File: src/rtl/fpacc_pkg.sv
// rtl/fpacc_pkg.sv - shared field widths, FP word layout and state encoding for fpacc
package fpacc_pkg;

  localparam int EXPW = 11;
  localparam int FRW  = 52;
  localparam int MW   = 56;
  localparam int BIAS = 1023;

  typedef struct packed {
    logic            sign;
    logic [EXPW-1:0] exp;
    logic [FRW-1:0]  frac;
  } fp_t;

  typedef enum logic {
    IDLE = 1'b0,
    ACC  = 1'b1
  } state_e;

endpackage

File: src/rtl/fpacc_if.sv
// rtl/fpacc_if.sv - product-term input stream and completed-sum output of fpacc
interface fpacc_if #(parameter int CNTW = 16);
  logic            pushin;
  logic            first;
  logic            last;
  logic [63:0]     a;
  logic            pushout;
  logic [63:0]     r;
  logic [CNTW-1:0] cnt;

  modport master (output pushin, first, last, a, input pushout, r, cnt);
  modport slave  (input pushin, first, last, a, output pushout, r, cnt);
endinterface

File: src/rtl/fpadd_core.sv
// rtl/fpadd_core.sv - combinational add of two reduced-format FP words
// Align, add/subtract, normalize, round half away from zero; zero operands pass through.
module fpadd_core
  import fpacc_pkg::*;
(
  input  fp_t x,
  input  fp_t y,
  output fp_t z
);

  fp_t            l, s;
  logic [EXPW-1:0] d, e;
  logic [MW-1:0]  ml, ms, ms_sh, mask, diff, m;
  logic [MW:0]    sum, rnd;
  logic [5:0]     lz;
  logic           xz, yz, dz;

  always_comb begin
    xz = ({x.exp, x.frac} == '0);
    yz = ({y.exp, y.frac} == '0);
    if ({x.exp, x.frac} >= {y.exp, y.frac}) begin
      l = x;
      s = y;
    end else begin
      l = y;
      s = x;
    end
    ml   = {1'b1, l.frac, 3'b000};
    ms   = {1'b1, s.frac, 3'b000};
    d    = l.exp - s.exp;
    mask = '0;
    // Anything shifted fully past the guard bits survives only as sticky.
    if (d >= EXPW'(MW)) begin
      ms_sh = MW'(1);
    end else begin
      mask  = (MW'(1) << d[5:0]) - MW'(1);
      ms_sh = (ms >> d[5:0]) | MW'(|(ms & mask));
    end
    e    = l.exp;
    sum  = '0;
    diff = '0;
    lz   = '0;
    dz   = 1'b0;
    if (l.sign == s.sign) begin
      sum = {1'b0, ml} + {1'b0, ms_sh};
      if (sum[MW]) begin
        m = sum[MW:1] | MW'(sum[0]);
        e = e + 1'b1;
      end else begin
        m = sum[MW-1:0];
      end
    end else begin
      diff = ml - ms_sh;
      dz   = (diff == '0);
      for (int i = 0; i < MW; i++) begin
        if (diff[i]) lz = 6'(MW - 1 - i);
      end
      m = diff << lz;
      e = e - EXPW'(lz);
    end
    rnd = {1'b0, m} + {53'd0, m[2], 3'b000};
    if (rnd[MW]) begin
      m = rnd[MW:1];
      e = e + 1'b1;
    end else begin
      m = rnd[MW-1:0];
    end
    if (xz && yz)  z = '0;
    else if (xz)   z = y;
    else if (yz)   z = x;
    else if (dz)   z = '0;
    else           z = '{sign: l.sign, exp: e, frac: m[MW-2:3]};
  end

endmodule

File: src/rtl/fpacc.sv
// rtl/fpacc.sv - framed floating-point accumulator behind the triple-product multiplier
// Holds the frame state, running sum, term counter and registered result.
module fpacc
  import fpacc_pkg::*;
#(
  parameter int CNTW = 16
) (
  input  logic    clk,
  input  logic    rst,
  fpacc_if.slave  io
);

  state_e          state_q, state_d;
  fp_t             acc_q, acc_d, r_q, r_d, a_in, sum;
  logic [CNTW-1:0] run_q, run_d, cnt_q, cnt_d;
  logic            pushout_q, pushout_d;
  logic            start;

  assign a_in = io.a;

  fpadd_core u_add (
    .x (acc_q),
    .y (a_in),
    .z (sum)
  );

  always_comb begin
    state_d   = state_q;
    acc_d     = acc_q;
    run_d     = run_q;
    r_d       = r_q;
    cnt_d     = cnt_q;
    pushout_d = 1'b0;
    start     = io.first || (state_q == IDLE);
    if (io.pushin) begin
      // A lone zero term must still come out as canonical +0.
      if (start) acc_d = ({a_in.exp, a_in.frac} == '0) ? '0 : a_in;
      else       acc_d = sum;
      if (start)       run_d = CNTW'(1);
      else if (&run_q) run_d = run_q;
      else             run_d = run_q + 1'b1;
      if (io.last) begin
        r_d       = acc_d;
        cnt_d     = run_d;
        pushout_d = 1'b1;
        state_d   = IDLE;
      end else begin
        state_d   = ACC;
      end
    end
  end

  always_ff @(posedge clk or negedge rst) begin
    if (!rst) begin
      state_q   <= IDLE;
      acc_q     <= '0;
      run_q     <= '0;
      r_q       <= '0;
      cnt_q     <= '0;
      pushout_q <= 1'b0;
    end else begin
      state_q   <= state_d;
      acc_q     <= acc_d;
      run_q     <= run_d;
      r_q       <= r_d;
      cnt_q     <= cnt_d;
      pushout_q <= pushout_d;
    end
  end

  assign io.pushout = pushout_q;
  assign io.r       = r_q;
  assign io.cnt     = cnt_q;

endmodule

File: src/flat_wrapper.sv
// flat-port wrapper written by rule: the top's interface ports become plain ports
module fpacc_flat import fpacc_pkg::*;
#(
  parameter int CNTW = 16
)
  (clk, rst, io_pushin, io_first, io_last, io_a, io_pushout, io_r, io_cnt);
  fpacc_if #(.CNTW(CNTW)) io_i ();
  input  logic clk;
  input  logic rst;
  input wire logic [$bits(io_i.pushin)-1:0] io_pushin;
  input wire logic [$bits(io_i.first)-1:0] io_first;
  input wire logic [$bits(io_i.last)-1:0] io_last;
  input wire logic [$bits(io_i.a)-1:0] io_a;
  output wire logic [$bits(io_i.pushout)-1:0] io_pushout;
  output wire logic [$bits(io_i.r)-1:0] io_r;
  output wire logic [$bits(io_i.cnt)-1:0] io_cnt;
  assign io_i.pushin = io_pushin;
  assign io_i.first = io_first;
  assign io_i.last = io_last;
  assign io_i.a = io_a;
  assign io_pushout = io_i.pushout;
  assign io_r = io_i.r;
  assign io_cnt = io_i.cnt;
  fpacc #(.CNTW(CNTW)) u_core (.clk(clk), .rst(rst), .io(io_i));
endmodule
File: config.mk
export PLATFORM = sky130hd
export DESIGN_NAME = fpacc_flat
export DESIGN_NICKNAME = d
export VERILOG_FILES = /design/src/rtl/fpacc_pkg.sv /design/src/rtl/fpacc_if.sv /design/src/rtl/fpadd_core.sv /design/src/rtl/fpacc.sv /design/src/flat_wrapper.sv
export SDC_FILE = /design/constraint.sdc
export NUM_CORES = 2
export LEC_CHECK = 0
export ABC_AREA = 1
export BUFFER_PORTS_ARGS = -buffer_cell sky130_fd_sc_hd__buf_4
export CORE_ASPECT_RATIO = 1.2
export CORE_MARGIN = 2
export CORE_UTILIZATION = 50
export DETAILED_ROUTE_END_ITERATION = 10
export GPL_ROUTABILITY_DRIVEN = 0
export PLACE_DENSITY = 0.67
export SLEW_MARGIN = 40
export SYNTH_ARGS = -nofsm -noshare
export SYNTH_HDL_FRONTEND = slang
export SYNTH_SLANG_ARGS = --single-unit
File: constraint.sdc
create_clock -name clk -period 21.2 [get_ports clk]
set_input_delay 1.06 -clock clk [delete_from_list [all_inputs] [get_ports clk]]
set_output_delay 1.06 -clock clk [all_outputs]
set_load 0.05 [all_outputs]
== After elaboration in Yosys (flattened, before gate mapping) ==
Index checks and enable logic that the tools add are counted.

* Memory bits (read-only): 0
* Memories: 0
* Bits in writable memories: 0
* Bits of input ports: 69
* Word-level logic and storage cells: 115
* Bits in latches: 0
* Register bits: 162

* $lt $le $gt $ge: 2
* Add/sub/neg operators: 9
* Reduce and logical (&&, ||, !) cells: 8
* Shifts and indexed selects: 3
* $mul: 0
* Mux-type cells: 78
* Equality and inequality tests: 1
* Bitwise logic cells: 4
* Divide/modulo/power cells: 0

{| class="wikitable"
|+ Operators by type and width
! operator !! count
|-
| 64-bit two-way mux || 8
|-
| 6-bit two-way mux || 57
|-
| 56-bit two-way mux || 3
|-
| 63-bit logical NOT || 2
|-
| 56-bit by 1-bit bitwise OR with 56-bit output || 2
|-
| 63-bit greater-or-equal comparator || 1
|-
| 56-bit by 4-bit adder with 57-bit output || 1
|-
| 56-bit by 56-bit adder with 57-bit output || 1
|-
| 56-bit AND || 1
|-
| 56-bit logical NOT || 1
|-
| 56-bit OR reduction || 1
|-
| 1-bit by 6-bit left shift with 56-bit output (first input constant) || 1
|-
| 56-bit by 6-bit left shift with 56-bit output || 1
|-
| 56-bit by 6-bit right shift with 56-bit output || 1
|-
| 56-bit by 2-bit subtractor with 56-bit output (second input constant) || 1
|-
| 56-bit subtractor || 1
|-
| 55-bit two-way mux || 1
|-
| 11-bit two-way mux || 3
|-
| 16-bit two-way mux || 2
|-
| 11-bit by 1-bit adder with 11-bit output (second input constant) || 2
|-
| 16-bit by 1-bit adder with 16-bit output (second input constant) || 1
|-
| 16-bit AND reduction || 1
|-
| 11-bit by 6-bit greater-or-equal comparator with 1-bit output (second input constant) || 1
|-
| 11-bit subtractor || 1
|-
| 7 further kinds || 10
|}

== Longest topological paths before layout ==
* Depth in word-level cells: 76
* Mapped depth: 120

== Modules after synthesis ==
From an unflattened synthesis, not the netlist that was laid out.

* Cell total of the unflattened synthesis: 5786
* Area, all modules: 31495.2 um^2

{| class="wikitable"
|+ Modules (own cells, without submodules)
! module !! cells an instance !! area an instance (um^2) !! seq. area each (um^2) !! instances
|-
| fpadd_core || 4840 || 24109.4 || 0.0 || 1
|-
| fpacc || 946 || 7385.8 || 4053.9 || 1
|}

== Worst setup path before layout ==
OpenSTA, ideal clock, no wires.

* Path type: input port to flip-flop
* Start: input io_a[60]
* End: register u_core.acc_q[28] in the netlist's numbering
* Cell stages on the path: 87
* Buffers on the path: 8
* Setup time: 133 ps
* Path slack: 9367 ps
* Arrival time: 11700 ps
* Path through: inv_1 ha_1 nand2_1 inv_2 nand3_1 nor2_2 nand4_2 nor3_1 nand2_1 buf_6 nand3_2 nand3_4 ha_1 clkbuf_1 inv_1 clkbuf_1 clkbuf_1 clkbuf_1 (+51 left out) nand2_1 inv_1 clkbuf_1 a22oi_1 o21ai_0 ha_1 nand3_1 nor2_4 nand3_2 nor2_8 nand3_4 clkinv_2 nand2_2 buf_4 nand3_1 o211ai_1 nand3_1 o21ai_0

* Longest elaborated chain between the ends: 76

{| class="wikitable"
|+ RTL lines
! element !! line !! source
|-
| start, declared || flat_wrapper.sv:13 || <nowiki>input wire logic [$bits(io_i.a)-1:0] io_a;</nowiki>
|-
| 63-bit greater-or-equal comparator || fpadd_core.sv:21 || <nowiki>if ({x.exp, x.frac} >= {y.exp, y.frac}) begin</nowiki>
|-
| 64-bit two-way mux || fpadd_core.sv:21 ||
|-
| 11-bit subtractor || fpadd_core.sv:30 || <nowiki>d = l.exp - s.exp;</nowiki>
|-
| 1-bit by 6-bit left shift with 56-bit output || fpadd_core.sv:36 || <nowiki>mask = (MW'(1) << d[5:0]) - MW'(1);</nowiki>
|-
| 56-bit by 2-bit subtractor with 56-bit output || fpadd_core.sv:36 ||
|-
| 56-bit AND || fpadd_core.sv:37 || <nowiki>ms_sh = (ms >> d[5:0]) | MW'(|(ms & mask));</nowiki>
|-
| 56-bit OR reduction || fpadd_core.sv:37 ||
|-
| 56-bit by 1-bit bitwise OR with 56-bit output || fpadd_core.sv:37 ||
|-
| (+60 left out) || -- ||
|-
| 56-bit two-way mux || fpadd_core.sv:44 || <nowiki>if (l.sign == s.sign) begin</nowiki>
|-
| 56-bit by 4-bit adder with 57-bit output || fpadd_core.sv:61 || <nowiki>rnd = {1'b0, m} + {53'd0, m[2], 3'b000};</nowiki>
|-
| 55-bit two-way mux || fpadd_core.sv:62 || <nowiki>if (rnd[MW]) begin</nowiki>
|-
| 64-bit two-way mux || fpadd_core.sv:71 || <nowiki>else if (dz) z = '0;</nowiki>
|-
| 64-bit two-way mux || fpadd_core.sv:70 || <nowiki>else if (yz) z = x;</nowiki>
|-
| 64-bit two-way mux || fpadd_core.sv:69 || <nowiki>else if (xz) z = y;</nowiki>
|-
| 64-bit two-way mux || fpadd_core.sv:68 || <nowiki>if (xz && yz) z = '0;</nowiki>
|-
| 64-bit two-way mux (*) || fpacc.sv:37 || <nowiki>if (start) acc_d = ({a_in.exp, a_in.frac} == '0) ? '0 : a_in;</nowiki>
|-
| end signal, assigned || fpacc.sv:56 || <nowiki>acc_q <= '0;</nowiki>
|-
| end signal, assigned || fpacc.sv:63 || <nowiki>acc_q <= acc_d;</nowiki>
|-
| end, declared || fpacc.sv:14 || <nowiki>fp_t acc_q, acc_d, r_q, r_d, a_in, sum;</nowiki>
|}

Mark *: on every way between the ends. The rest lies on a longest branch, timed or not. The select of a mux whose other input is x is not followed.
A chain may end at the register's enable or synchronous reset.

== Worst setup path in the final report ==
* Start: input io_a[46]
* End: register u_core.r_q (netlist bit u_core.io.r[0])

* Longest elaborated chain between the ends: 76

{| class="wikitable"
|+ RTL lines
! element !! line !! source
|-
| 63-bit greater-or-equal comparator || fpadd_core.sv:21 ||
|-
| 64-bit two-way mux || fpadd_core.sv:21 ||
|-
| 11-bit subtractor || fpadd_core.sv:30 ||
|-
| 1-bit by 6-bit left shift with 56-bit output || fpadd_core.sv:36 ||
|-
| 56-bit by 2-bit subtractor with 56-bit output || fpadd_core.sv:36 ||
|-
| 56-bit AND || fpadd_core.sv:37 ||
|-
| 56-bit OR reduction || fpadd_core.sv:37 ||
|-
| 56-bit by 1-bit bitwise OR with 56-bit output || fpadd_core.sv:37 ||
|-
| (+60 left out) || -- ||
|-
| 56-bit two-way mux || fpadd_core.sv:44 ||
|-
| 56-bit by 4-bit adder with 57-bit output || fpadd_core.sv:61 ||
|-
| 55-bit two-way mux || fpadd_core.sv:62 ||
|-
| 64-bit two-way mux || fpadd_core.sv:71 ||
|-
| 64-bit two-way mux || fpadd_core.sv:70 ||
|-
| 64-bit two-way mux || fpadd_core.sv:69 ||
|-
| 64-bit two-way mux || fpadd_core.sv:68 ||
|-
| 64-bit two-way mux (*) || fpacc.sv:37 ||
|-
| end signal, assigned || fpacc.sv:65 || <nowiki>r_q <= r_d;</nowiki>
|-
| end, declared || fpacc.sv:14 ||
|}

Marked as above.

==> results.tsv <==
metric	value	unit
outcome	finished clean	
leakage	16.9	nW
whs	0.449	ns
cts_hold_buf	0	
relSlewSlack	34.1	%
dr.pass1.iters	9	
rr_startpoint	u_core.acc_q[28]	
postCtsResizedCells	0	
end_kind	flop	
cts_buffers	17	
max_clock_freq	0.0610	GHz
layout.nets	5639	
cts_tree	yes	
max_stage_delay	0.71	ns
power.switching	0.00307	W
regArea	4050	sq um
regToRegSetupSlack	5.17	ns
arrival	16.70	ns
synth_top_area_share	23.1	%
peakVddDrop	96.2	uV
setup_viol	0	
synth-async-reset-ratio	100	%
synth.most_common_cell	nand2_1	
fin_crit_sh	77.3	%
post_cts_buffers	0	
hold_viol_final	0	
syn_avg_cell_area	5.52	sq um
area_delta_synth_final	5.87	%
grt_overflow	0	
drive_above_1_share	7.28	%
crit_buf_inv	9	
critPathTopFamily	simple AND/OR/NAND/NOR gates	
r2r_cells	82	
clk_path_buf_depth	2	
cap_viol_max_count	0	
multi_input_area	22700	sq um
synth.largest_area_cell	nand2_1	
antenna_found_initial	6	
clk_latency	0.44	ns
fin_skew	0.0114	ns
power_frac_comb	82.9	%
nFillCells	6538	
cts_root_buf	clkbuf_16	
p_int	0.00155	W
io_pins	150	
rows	98	
clock_sinks	162	
die-width	228	um
syn_inst	5452	
synthFlopType	dfrtp_1	
synth_area_leaders	nand2_1 (23%), nand3_1 (14%), dfrtp_1 (13%)	
syn-cell-area	30100	sq um
htree_levels	4	
grt_max_degree	128	
synth_common_cells	nand2_1 (1854), nand3_1 (835), inv_1 (512)	
finalSetupTns	0	ns
synth.distinct_cells	72	
pwr_density_cell	145	nW/um^2
rsz0062_at_grt	false	
die_h	273	um
slew_viol_final	0	
drc	0	
crit_top_cell	nand2_1	
crit_path_top_delay_cell	xor2_1	
reg2reg_to	u_core.io.r[0]	
start_kind	input pin	
vias	38907	
via_per_inst	6.28	
yosys_warnings	0	
ys_seq_area_share	13.5	%
dr.first_iter.drc_count	6477	
switching_share	66.5	%
tightest_slew	0.978	ns
post-route-min-period	16.38	ns
grt_pass1_vias	34851	
critPathKind	in2reg	
post_drt_wl_per_cell	23.8	um
portBuffers	149	
clkPwrFrac	6.7	%
core_area	59600	sq um
grt.total_usage	45.9	%
synth_nets	5705	
critPathRequiredTime	21.51	ns
hold_class	in2async	
path_clk_slew	0.07	ns
dieArea	62200	sq um
crit_fanout	71	
ys_ff_latch	162	
grt_first_pass_wirelength	217000	um
pwr-share-seq	10.3	%
ant_nets	0	
start_util	50.5	%
synth_edf_count	0	
hpwl	113000	um
routed_wirelength	148000	um
worst max path at each step:
stage                     startpoint  depth (start not counted)  slack [ns]          endpoint
after floorplan             io_a[60]                         87        9.37  u_core.acc_q[28]
after CTS                   io_a[46]                         84        6.17   u_core.io.r[17]
after global routing        io_a[46]                         91        4.05  u_core.acc_q[43]
after detailed placement    io_a[46]                         86        5.71   u_core.io.r[49]
final                       io_a[46]                         85        4.82    u_core.io.r[0]
after global placement      io_a[52]                         86        5.55  u_core.acc_q[62]
area by class of cell:
| type | count | share of cell area, % |
|---|---|---|
| Antenna cell | 2 | 0.0157 |
| Clock buffer | 19 | 1.42 |
| Clock inverter | 12 | 0.389 |
| Inverter | 548 | 6.48 |
| Multi-Input combinational cell | 4471 | 71.3 |
| Sequential cell | 162 | 12.7 |
| Tap cell | 800 | 3.14 |
| Timing Repair Buffer | 186 | 4.58 |
power groups by stage:
stage          Sequential [W]  Combinational [W]  Clock [W]
2_1_floorplan        0.000514            0.00244          0
3_3_place_gp         0.000468            0.00355          0
3_5_place_dp         0.000466            0.00356          0
4_1_cts              0.000463            0.00357   0.000308
5_1_grt              0.000470            0.00410   0.000324
6_report             0.000477            0.00383   0.000310
state kept, by name, indices dropped and copies added (netlist names):
name	flops
u_core.io.pushout	1
u_core.state_q	1
u_core.run_q	16
u_core.io.cnt	16
u_core.io.r	64
u_core.acc_q	64
placed cells by master, fill, tap and decap left out, drive strengths merged, types with 3 or more instances in the layout:
cell type  netlist  final
ha             182    182
a31oi           23     23
clkinv           7     10
or2             13     13
a22oi           15     15
nand3b           7      7
clkbuf         136     19
dfrtp          162    162
xor2           135    135
nand2         1894   1894
nand4           94     94
nor4            29     29
xnor2           19     19
a21o             6      6
o21ai          369    369
nand3          842    842
nor3            38     38
a21oi          258    258
o21a            12     12
clkinvlp         0      4
o21bai           6      6
o22ai            9      9
a211oi           5      5
o211ai          48     48
o311ai           3      3
and2            13     13
inv            541    545
a21boi           3      3
o31ai           25     25
nor2           404    404
buf            135    186
stage by stage:
stage	util (%)	power (W)	std cells	setup slack (ns)	cell area [sq um]
after CTS	53.3	0.00434	6197	6.17	31800
after detailed placement	52.4	0.00402	6166	5.71	31200
after global placement	52.3	0.00401	6164	5.55	31100
final	53.5	0.00461	6200	4.82	31900
after floorplan	-	0.00296	5452	9.37	30100
after global routing	53.5	0.00489	6198	4.05	31900
per-layer routing:
metal,up-vias,global-route usage (%),share of wire (%)
li1,17765,-,-
met4,4,41.4,12
met3,853,16.8,14
met5,-,0,0.018
met2,2909,66.3,39
met1,17376,53.0,35
cells by family after synthesis:
group | count (synthesis) | share of synthesized area (%)
buffers and inverters | 819 | 11.4
adders and majority gates | 184 | 7.70
AOI/OAI and AO/OA | 792 | 14.9
xor gates and xnor gates | 154 | 4.50
and+or+nand+nor | 3339 | 48.0
muxes | 2 | 0.0665
DFF | 162 | 13.5
Power figures use the tool's default switching activity.
